## src/rtl/mem_mpu_multi_pkg.sv

```systemverilog
// Shared definitions for the multi-region MPU: FSM states, config window layout
// and bit positions inside config words.
package mem_mpu_multi_pkg;

    typedef enum logic [1:0] {ST_IDLE, ST_CHECK, ST_RDWAIT, ST_RESP} state_t;

    // Per-region word offsets inside a 4-word group
    localparam logic [1:0] OFF_BASE  = 2'd0;
    localparam logic [1:0] OFF_LIMIT = 2'd1;
    localparam logic [1:0] OFF_PCLO  = 2'd2;
    localparam logic [1:0] OFF_PCHI  = 2'd3;

    // Offsets inside the trailing control group
    localparam logic [1:0] OFF_CTRL  = 2'd0;
    localparam logic [1:0] OFF_FADDR = 2'd1;
    localparam logic [1:0] OFF_FPC   = 2'd2;

    localparam int CTRL_EN    = 0;
    localparam int CTRL_LOCK  = 1;
    localparam int CTRL_FAULT = 2;

    // Bit positions inside the 3-bit {R,W,X} permission field
    localparam int PERM_X = 0;
    localparam int PERM_W = 1;
    localparam int PERM_R = 2;

    function automatic logic [2:0] need_perm(input logic inst, input logic write);
        logic [2:0] m;
        m = '0;
        if (inst)       m[PERM_X] = 1'b1;
        else if (write) m[PERM_W] = 1'b1;
        else            m[PERM_R] = 1'b1;
        return m;
    endfunction

endpackage

```

## src/rtl/mem_mpu_multi_region_check.sv

```systemverilog
// One protection region: address window, optional PC window and permission match.
module mem_mpu_multi_region_check #(
    parameter int ADDR_WIDTH = 22
) (
    input  logic [2:0]            perm,
    input  logic [ADDR_WIDTH-1:0] base,
    input  logic [ADDR_WIDTH-1:0] limit,
    input  logic [31:0]           pc_lo,
    input  logic [31:0]           pc_hi,
    input  logic [ADDR_WIDTH-1:0] addr,
    input  logic [31:0]           pc,
    input  logic [2:0]            need,
    input  logic                  is_inst,
    output logic                  hit
);
    logic in_range;
    logic pc_ok;

    always_comb begin
        in_range = (base <= addr) && (addr <= limit);
        // Fetches are not bound to a code window
        pc_ok    = is_inst || ((pc_lo <= pc) && (pc <= pc_hi));
        hit      = in_range && pc_ok && |(perm & need);
    end
endmodule

```

## src/rtl/mem_mpu_multi.sv

```systemverilog
// Multi-region MPU between the picorv32 native port and a 1-cycle SRAM.
// Config registers live in a word window at CFG_BASE and never reach SRAM.
module mem_mpu_multi
    import mem_mpu_multi_pkg::*;
#(
    parameter int DATA_WIDTH  = 32,
    parameter int ADDR_WIDTH  = 22,
    parameter int NUM_REGIONS = 4,
    parameter int CFG_BASE    = 768
) (
    input  logic                    clk,
    input  logic                    reset,
    input  logic                    is_inst,
    input  logic [31:0]             pc_addr,
    output logic                    inform_cpu_wait,
    input  logic                    cpu_valid,
    output logic                    cpu_ready,
    input  logic [ADDR_WIDTH-1:0]   cpu_addr,
    input  logic [DATA_WIDTH-1:0]   cpu_wdata,
    input  logic [DATA_WIDTH/8-1:0] cpu_wstrb,
    output logic [DATA_WIDTH-1:0]   cpu_rdata,
    output logic [DATA_WIDTH/8-1:0] mem_wen,
    output logic [ADDR_WIDTH-1:0]   mem_addr,
    output logic [DATA_WIDTH-1:0]   mem_wdata,
    input  logic [DATA_WIDTH-1:0]   mem_rdata,
    output logic                    fault_irq
);
    localparam logic [ADDR_WIDTH-1:0] WIN_LO   = ADDR_WIDTH'(CFG_BASE);
    localparam logic [ADDR_WIDTH-1:0] WIN_HI   = ADDR_WIDTH'(CFG_BASE + 4*NUM_REGIONS + 3);
    localparam logic [ADDR_WIDTH-3:0] GRP_CTRL = (ADDR_WIDTH-2)'(NUM_REGIONS);

    state_t state, state_nx;

    logic [ADDR_WIDTH-1:0]   req_addr;
    logic [DATA_WIDTH-1:0]   req_wdata;
    logic [DATA_WIDTH/8-1:0] req_wstrb;
    logic                    req_inst;
    logic [31:0]             req_pc;

    logic [NUM_REGIONS-1:0][2:0]            rg_perm;
    logic [NUM_REGIONS-1:0][ADDR_WIDTH-1:0] rg_base;
    logic [NUM_REGIONS-1:0][ADDR_WIDTH-1:0] rg_limit;
    logic [NUM_REGIONS-1:0][31:0]           rg_pclo;
    logic [NUM_REGIONS-1:0][31:0]           rg_pchi;
    logic                                   cfg_en, cfg_lock, cfg_fault;
    logic [DATA_WIDTH-1:0]                  fault_addr;
    logic [31:0]                            fault_pc;

    logic [ADDR_WIDTH-1:0]  off;
    logic [ADDR_WIDTH-3:0]  grp;
    logic [1:0]             sub;
    logic                   is_win, is_write, allow;
    logic [2:0]             need;
    logic [NUM_REGIONS-1:0] hits;
    logic [DATA_WIDTH-1:0]  win_rdata;

    assign off      = req_addr - WIN_LO;
    assign grp      = off[ADDR_WIDTH-1:2];
    assign sub      = off[1:0];
    assign is_win   = (req_addr >= WIN_LO) && (req_addr <= WIN_HI);
    assign is_write = |req_wstrb;
    assign need     = need_perm(req_inst, is_write);
    assign allow    = !cfg_en || |hits;
    assign mem_addr  = req_addr;
    assign mem_wdata = req_wdata;

    for (genvar i = 0; i < NUM_REGIONS; i++) begin : g_region
        mem_mpu_multi_region_check #(.ADDR_WIDTH(ADDR_WIDTH)) u_chk (
            .perm    (rg_perm[i]),
            .base    (rg_base[i]),
            .limit   (rg_limit[i]),
            .pc_lo   (rg_pclo[i]),
            .pc_hi   (rg_pchi[i]),
            .addr    (req_addr),
            .pc      (req_pc),
            .need    (need),
            .is_inst (req_inst),
            .hit     (hits[i])
        );
    end

    always_ff @(posedge clk or posedge reset) begin
        if (reset) state <= ST_IDLE;
        else       state <= state_nx;
    end

    always_comb begin
        state_nx = state;
        case (state)
            ST_IDLE:   if (cpu_valid) state_nx = ST_CHECK;
            ST_CHECK:  state_nx = (!is_win && allow && !is_write) ? ST_RDWAIT : ST_RESP;
            ST_RDWAIT: state_nx = ST_RESP;
            default:   state_nx = ST_IDLE;
        endcase
    end

    always_comb begin
        cpu_ready       = (state == ST_RESP);
        inform_cpu_wait = (state == ST_CHECK) || (state == ST_RDWAIT);
        mem_wen         = (state == ST_CHECK && !is_win && allow) ? req_wstrb : '0;
        fault_irq       = (state == ST_CHECK) && !is_win && !allow;
    end

    always_comb begin
        win_rdata = '0;
        for (int i = 0; i < NUM_REGIONS; i++) begin
            if (grp == (ADDR_WIDTH-2)'(i)) begin
                case (sub)
                    OFF_BASE:  win_rdata = {rg_perm[i], {(DATA_WIDTH-3-ADDR_WIDTH){1'b0}}, rg_base[i]};
                    OFF_LIMIT: win_rdata = DATA_WIDTH'(rg_limit[i]);
                    OFF_PCLO:  win_rdata = DATA_WIDTH'(rg_pclo[i]);
                    default:   win_rdata = DATA_WIDTH'(rg_pchi[i]);
                endcase
            end
        end
        if (grp == GRP_CTRL) begin
            case (sub)
                OFF_CTRL:  win_rdata = DATA_WIDTH'({cfg_fault, cfg_lock, cfg_en});
                OFF_FADDR: win_rdata = fault_addr;
                OFF_FPC:   win_rdata = DATA_WIDTH'(fault_pc);
                default:   win_rdata = '0;
            endcase
        end
    end

    // Config writes land at the end of CHECK, so only later requests see them
    always_ff @(posedge clk or posedge reset) begin
        if (reset) begin
            rg_perm    <= '0;
            rg_base    <= '0;
            rg_limit   <= '0;
            rg_pclo    <= '0;
            rg_pchi    <= '0;
            cfg_en     <= 1'b0;
            cfg_lock   <= 1'b0;
            cfg_fault  <= 1'b0;
            fault_addr <= '0;
            fault_pc   <= '0;
        end else if (state == ST_CHECK) begin
            if (is_win && is_write) begin
                if (grp == GRP_CTRL && sub == OFF_CTRL && req_wdata[CTRL_FAULT])
                    cfg_fault <= 1'b0;
                if (!cfg_lock) begin
                    for (int i = 0; i < NUM_REGIONS; i++) begin
                        if (grp == (ADDR_WIDTH-2)'(i)) begin
                            case (sub)
                                OFF_BASE: begin
                                    rg_perm[i] <= req_wdata[DATA_WIDTH-1 -: 3];
                                    rg_base[i] <= req_wdata[ADDR_WIDTH-1:0];
                                end
                                OFF_LIMIT: rg_limit[i] <= req_wdata[ADDR_WIDTH-1:0];
                                OFF_PCLO:  rg_pclo[i]  <= req_wdata[31:0];
                                default:   rg_pchi[i]  <= req_wdata[31:0];
                            endcase
                        end
                    end
                    if (grp == GRP_CTRL && sub == OFF_CTRL) begin
                        cfg_en   <= req_wdata[CTRL_EN];
                        cfg_lock <= req_wdata[CTRL_LOCK];
                    end
                end
            end else if (!is_win && !allow && !cfg_fault) begin
                cfg_fault  <= 1'b1;
                fault_addr <= {req_inst, is_write, {(DATA_WIDTH-2-ADDR_WIDTH){1'b0}}, req_addr};
                fault_pc   <= req_pc;
            end
        end
    end

    always_ff @(posedge clk or posedge reset) begin
        if (reset) begin
            req_addr  <= '0;
            req_wdata <= '0;
            req_wstrb <= '0;
            req_inst  <= 1'b0;
            req_pc    <= '0;
            cpu_rdata <= '0;
        end else begin
            if (state == ST_IDLE && cpu_valid) begin
                req_addr  <= cpu_addr;
                req_wdata <= cpu_wdata;
                req_wstrb <= cpu_wstrb;
                req_inst  <= is_inst;
                req_pc    <= pc_addr;
            end
            if (state == ST_CHECK)
                cpu_rdata <= (is_win && !is_write) ? win_rdata : '0;
            if (state == ST_RDWAIT)
                cpu_rdata <= mem_rdata;
        end
    end
endmodule

```

## config.mk

```make
export PLATFORM = sky130hd
export DESIGN_NAME = mem_mpu_multi
export DESIGN_NICKNAME = d
export VERILOG_FILES = /design/src/rtl/mem_mpu_multi_pkg.sv /design/src/rtl/mem_mpu_multi_region_check.sv /design/src/rtl/mem_mpu_multi.sv
export SDC_FILE = /design/constraint.sdc
export NUM_CORES = 2
export LEC_CHECK = 0
export BUFFER_PORTS_ARGS = -buffer_cell sky130_fd_sc_hd__buf_4
export CORE_MARGIN = 2
export CORE_UTILIZATION = 62
export DETAILED_ROUTE_END_ITERATION = 8
export GPL_ROUTABILITY_DRIVEN = 0
export GPL_TIMING_DRIVEN = 0
export PLACE_DENSITY = 0.81
export SLEW_MARGIN = 20
export SYNTH_ARGS = -nofsm -noshare
export SYNTH_HDL_FRONTEND = slang
export SYNTH_SLANG_ARGS = --single-unit
```

## constraint.sdc

```tcl
create_clock -name clk -period 24.8 [get_ports clk]
set_clock_uncertainty 0.1 [all_clocks]
set_input_delay 4.96 -clock clk [delete_from_list [all_inputs] [get_ports clk]]
set_output_delay 4.96 -clock clk [all_outputs]
set_load 0.02 [all_outputs]
```

# Word-level counts from Yosys, hierarchy flattened
# Cells that the tools add are included.
[op_classes] magnitude_cmp=18 n_bitwise=7 n_addsub=1 n_eq_ne=11 muxes=26 n_reduce_logical=72
[ops] cell="32-bit one-hot mux with 3 select lines" n=5
[ops] cell="32-bit <= comparator" n=8
[ops] cell="32-bit two-way mux" n=8
[ops] cell="22-bit <= comparator" n=8
[ops] cell="5-bit AND reduction" n=16
[ops] cell="20-bit by 2-bit == test with 1-bit output, second input constant" n=2
[ops] cell="1-bit logical AND" n=29
[ops] cell="22-bit by 10-bit >= comparator with 1-bit output, second input constant" n=1
[ops] cell="22-bit by 10-bit <= comparator with 1-bit output, second input constant" n=1
[ops] cell="22-bit by 10-bit subtractor with 22-bit output, second input constant" n=1
[ops] cell="20-bit by 1-bit == test with 1-bit output, second input constant" n=1
[ops] cell="20-bit by 3-bit == test with 1-bit output, second input constant" n=1
[ops] cell="20-bit zero test" n=1
[ops] cell="3-bit OR reduction" n=5
[ops] cell="3-bit AND" n=4
[ops] cell="1-bit two-way mux" n=9
[ops] cell="4-bit OR reduction" n=2
[ops] cell="2-bit == test, second input constant" n=3
[ops] cell="1-bit logical OR" n=6
[ops] cell="2-bit one-hot mux with 3 select lines" n=1
[ops] cell="3-bit AND reduction" n=2
[ops] cell="1-bit zero test" n=5
[ops] cell="2-bit by 1-bit == test with 1-bit output, second input constant" n=2
[ops] cell="2-bit zero test" n=2
[ops] cell="8 further kinds" n=12
[word_totals] out_inout_bits=93 wordCells=167 register_bits=628 input_bits=126

# Logic depth before layout (Yosys ltp)
[logic_depth] word_depth=13 mapped_depth=17 depth_no_buf=12

# Hierarchy
# Synthesis repeated with hierarchy kept, for this count alone.
[hier_totals] cells_unflattened=3398 hier_area_um2=39150.0
[by_module_without_submodules] module="mem_mpu_multi" area_per_inst_um2=28034.4 instances=1 cells_per_inst=1858 seq_area_each_um2=15715.1
[by_module_without_submodules] module="mem_mpu_multi_region_check" area_per_inst_um2=2778.9 instances=4 cells_per_inst=385 seq_area_each_um2=0.0

# Least setup slack after synthesis
# No wires, ideal clock.
[synth_path] path_type="flip-flop to output port" startpoint="reg req_addr[2], in the netlist mem_addr[2]" endpoint="out mem_wen[0]" t_required_ps=19740 setup_slack_ps=15979 path_buffers=3 stages_incl_launch_ff=16 arrival_time_ps=3761 cell_sequence="dfrtp_1 > clkbuf_1 > inv_1 > clkbuf_1 > buf_1 > ha_1 > nand4_1 > a21oi_1 > a211oi_1 > o21a_1 > o21ai_0 > a211o_1 > a211oi_1 > a22oi_1 > nand3_1 > and4_1"
[synth_between] elab_chain_cells=8 elab_cells_between_ends=29 classes_between="order compare (10); mux (1); reduce/logical (18)"
[synth_lines] element="start, declared" line_no="mem_mpu_multi.sv:34" source="logic [ADDR_WIDTH-1:0] req_addr;"
[synth_lines] element="start signal, assigned" line_no="mem_mpu_multi.sv:180" source="req_addr <= cpu_addr;"
[synth_lines] element="22-bit <= comparator" line_no="mem_mpu_multi_region_check.sv:20" source="in_range = (base <= addr) && (addr <= limit);"
[synth_lines] element="1-bit logical AND" line_no="mem_mpu_multi_region_check.sv:20"
[synth_lines] element="1-bit logical AND (2 in series)" line_no="mem_mpu_multi_region_check.sv:23" source="hit = in_range && pc_ok && |(perm & need);"
[synth_lines] element="4-bit OR reduction" line_no="mem_mpu_multi.sv:63" source="assign allow = !cfg_en || |hits;"
[synth_lines] element="1-bit logical OR" line_no="mem_mpu_multi.sv:63"
[synth_lines] element="1-bit logical AND (*)" line_no="mem_mpu_multi.sv:100" source="mem_wen = (state == ST_CHECK && !is_win && allow) ? req_wstrb : '0;"
[synth_lines] element="4-bit two-way mux (*)" line_no="mem_mpu_multi.sv:100"
[synth_lines] element="end, declared" line_no="mem_mpu_multi.sv:22" source="output logic [DATA_WIDTH/8-1:0] mem_wen,"
# Every way passes the cells marked *; elsewhere a longest branch is shown, timed or not.

# Worst setup path in the final report
# Same ends and word-level chain as after synthesis.

==> metrics.sh <==
STATUS='completed'
NETLIST.TOP_CELL.BY_AREA='dfrtp_1'
DETAIL_ROUTE.DRC_VIOLATIONS=0
LEAKAGEPOWER_uW=0.0207
DIE_WIDTH_UM=251
RATIO_OF_CELLS_WITH_DRIVE_ABOVE_1_IN_THE_FINAL_LAYOUT=0.261
YOSYS-TOP-CELLS-AREA='dfrtp_1 42%, ha_1 14%, mux2_2 14%'
HOLD_BUFFERS=0
WORSTPATHBUFFERINVERTERCOUNT=5
YOSYS_MOST_USED_DFF='dfrtp_1'
POST_CTS_RESIZE_COUNT=0
NUMBER_OF_DISTINCT_LIBRARY_CELL_VARIANTS_IN_THE_GATE_LEVEL_NETLIST_AFTER_SYNTHESIS=56
YOSYS.AREA.TOP_TYPE_SHARE=0.416
POWER.SWITCHING_FRACTION=0.444
ASYNC_RESET_FF_FRAC=1.00
FIN_WORST_HOLD_SLACK_NS=0.406
RSZ0062_AT_GRT='no'
CTS_INSERTED_BUFFERS=69
DETAILED_PLACE.AREA_UM2=40700
FIN_NETS=4190
CRITPATHLAUNCHTYPE='flip-flop'
SYNTH-WARNING-COUNT=0
ANT_NETS=0
GRT_USE_TOTAL=0.424
FINAL_CRITICAL_PATH_SETUP_SLACK_NS=13.08
WORSTPATHCELLLIST='clkbuf_1, inv_1, clkbuf_1, buf_1, ha_1, nand4_1, a21oi_1, a211oi_1, o21a_1, o21ai_0, a211o_1, a211oi_1, a22oi_1, nand3_1, and4_1, buf_4'
HOLD_PATH_CLASS='flip-flop to flip-flop'
SYNTHESIZED_NET_COUNT=3890
FINAL-SETUP-VIOL-COUNT=0
FINALHOLDVIOLATIONS=0
POST_SYNTH_INSTANCE_AREA_UM2=37800
FLOORPLAN.DIE_AREA_UM2=63000
POWER.COMBINATIONAL.FRACTION=0.423
LAYOUT_COMMONEST_CELL='dfrtp_1'
TIMING.CRITICAL_PATH.TO_TYPE='output pin'
MAX-CLOCK-PATH-BUFFERS=3
ROUTED_VIA_DENSITY=6.94
CRITICAL-PATH-MAX-STAGE-DELAY_NS=0.93
GRT_PASS1_WL_MM=196
TIMING_WORST_SLEW_PIN_VALUE_NS=1.20
SYNTH-EDFF-COUNT=0
INITIAL_CORE_UTILIZATION=0.626
WIRELENGTH_MM=133
CRITICAL_PATH.TOP_DELAY_FAMILY='buffers and inverters'
NUM_VIAS=30989
FINALINSTANCEAREA_UM2=43000
LARGEST_NET_DEGREE_AT_THE_START_OF_GLOBAL_ROUTING=105
CTS_MAX_LEVEL=3
CTS.CLK_SLEW.WORST_PATHS_NS=0.06
POWER_PER_CELL_AREA_nW_PER_UM2=99.7
FIRSTDRTPASSITERS=7
DIEHEIGHT_UM=251
SYN2LAYOUT_AREA_GROWTH_PCT=13.7
WORSTPATHARRIVAL_NS=6.66
CRIT_REQUIRED_NS=19.74
TIMING.CRITICAL_PATH.SLOWEST_STAGE_CELL='buf_1'
IO_BUFFER_COUNT=218
DP_HPWL_MM=99.6
SYNTH_SEQUENTIAL_AREA_RATIO=0.416
CLOCK_SINKS=628
POST_CTS.REPAIR.SETUP_BUFFERS=0
CORE_AREA_UM2=60400
CTS_TREE='built'
POST_SYNTH.CELL_AREA_AVG_UM2=11.4
GRT_PASS1_VIAS=30641
FMAXACHIEVABLE_MHz=85.3
COMMONEST_NON_FILL_NON_TAP_CELLS_IN_THE_LAYOUT='628 x dfrtp_1, 461 x mux2_2, 437 x ha_1'
WORST-SETUP-PATH-TYPE='flip-flop to output pin'
FINAL_MIN_PERIOD_OVER_CLOCK_PERIOD=0.472
WORST_SKEW_PAIR.LATE_LATENCY_NS=0.65
YS_SEQ_ELEMENTS=628
CRITPATHMAXFANOUT=13
GRT.OVERFLOW.TOTAL=0
PERIOD_MINUS_SLACK_NS=11.72
REPORT.FINAL.SLEW_VIOL_COUNT=0
CLOCK_POWER_SHARE=0.246
PLACEMENTROWS=90
WORST_SETUP_SLACK_AFTER_PLACEMENT_NS=14.03
SYNTH_CELLS=3327
ANTENNA_FOUND_INITIAL=2
MAXSLEWHEADROOM=0.201
VDD_IR_DROP_MAX_uV=86.1
P_SW_uW=1900
CTS.ROOT.BUFFER_CELL='clkbuf_16'
P_INT_uW=2390
DRT_ITER0_MARKERS=4429
MAX_CAP_VIOL_COUNT=0
IO_PINS=219
DRT-WIRELENGTH-PER-CELL_UM=29.9
SEQPWRFRAC=0.332
N_FILL_CELL=4240
[Yosys cell counts, drive strengths merged, types with 11 or more instances]
| master | instances |
|---|---|
| nor2 | 95 |
| buf | 59 |
| mux4 | 96 |
| o22ai | 39 |
| dfrtp | 628 |
| nor4 | 19 |
| a221oi | 19 |
| o211ai | 11 |
| a211oi | 21 |
| o21ai | 110 |
| a21oi | 256 |
| nand2 | 202 |
| ha | 437 |
| mux2 | 546 |
| mux2i | 47 |
| nand3 | 48 |
| clkbuf | 97 |
| nor3 | 25 |
| and4 | 13 |
| nand4 | 79 |
| a222oi | 25 |
| nor2b | 17 |
| inv | 315 |
| a21o | 51 |
[logic make-up (layout without fill, tap and decap cells)]
family	after synthesis	in the layout	synth area share
and+or+nand+nor	527	527	0.0674
muxes	689	689	0.232
adders and majority gates	437	437	0.145
other	0	1	0
DFF	628	628	0.416
AOI/OAI and AO/OA	575	575	0.0918
buffers and inverters	471	824	0.0484
[worst paths after layout]
kind                                   from      endpoint  slack [ns]  depth (start not counted)
worst max-delay path            mem_addr[2]    mem_wen[0]       13.08                         16
worst min-delay path            rg_pchi[29]   rg_pchi[29]        0.41                          1
worst max register to register  mem_addr[2]  fault_pc[24]       18.22                         17
worst min register to register  rg_pchi[29]   rg_pchi[29]        0.41                          1
max in group asynchronous             reset  fault_pc[30]       18.55                          6
min in group asynchronous             reset  mem_addr[15]        4.35                          3
[flip-flops by register name, summed over array words and instances (netlist names)]
signal and count:
cfg_en 1, cfg_fault 1, cfg_lock 1, cpu_rdata 32, fault_addr 24, fault_pc 32
mem_addr 22, mem_wdata 32, req_inst 1, req_pc 32, req_wstrb 4, rg_base 88
rg_limit 88, rg_pchi 128, rg_pclo 128, rg_perm 12, state 2
[area by class of cell]
class	count	area (um^2)	area share
Antenna cell	1	2.50	0.0000582
Multi-Input combinational cell	2228	20300	0.472
Buffer	156	662	0.0154
Sequential cell	628	15700	0.365
Clock buffer	100	2040	0.0475
Tap cell	782	978	0.0227
Inverter	315	1190	0.0277
Clock inverter	24	246	0.00573
Timing Repair Buffer	229	1880	0.0437
[power by group through the flow]
stage	Sequential, uW	Combinational, uW	Clock, uW
3_5_place_dp	1420	1730	0
5_1_grt	1420	1940	1100
3_3_place_gp	1420	1670	0
2_1_floorplan	1370	1010	0
6_report	1420	1810	1050
4_1_cts	1400	1750	1050
[through the flow]
step / TNS (ns) / power (uW) / utilization / instances
finish: 0 / 4290 / 0.713 / 4463
global route: 0 / 4460 / 0.713 / 4462
CTS: 0 / 4210 / 0.712 / 4460
detailed placement: 0 / 3150 / 0.674 / 4336
global placement: -2973.89 / 3090 / 0.670 / 4327
floorplan: 0 / 2380 / - / 3327
[routing by layer]
metal  global-route usage  routed length (um)  share of wire
met4                0.268                9890          0.074
met5                    0                  27        0.00020
met2                0.615               56200           0.42
met3                0.150               19100           0.14
met1                0.545               48100           0.36
Note: power is estimated with default switching activity, not from simulation.
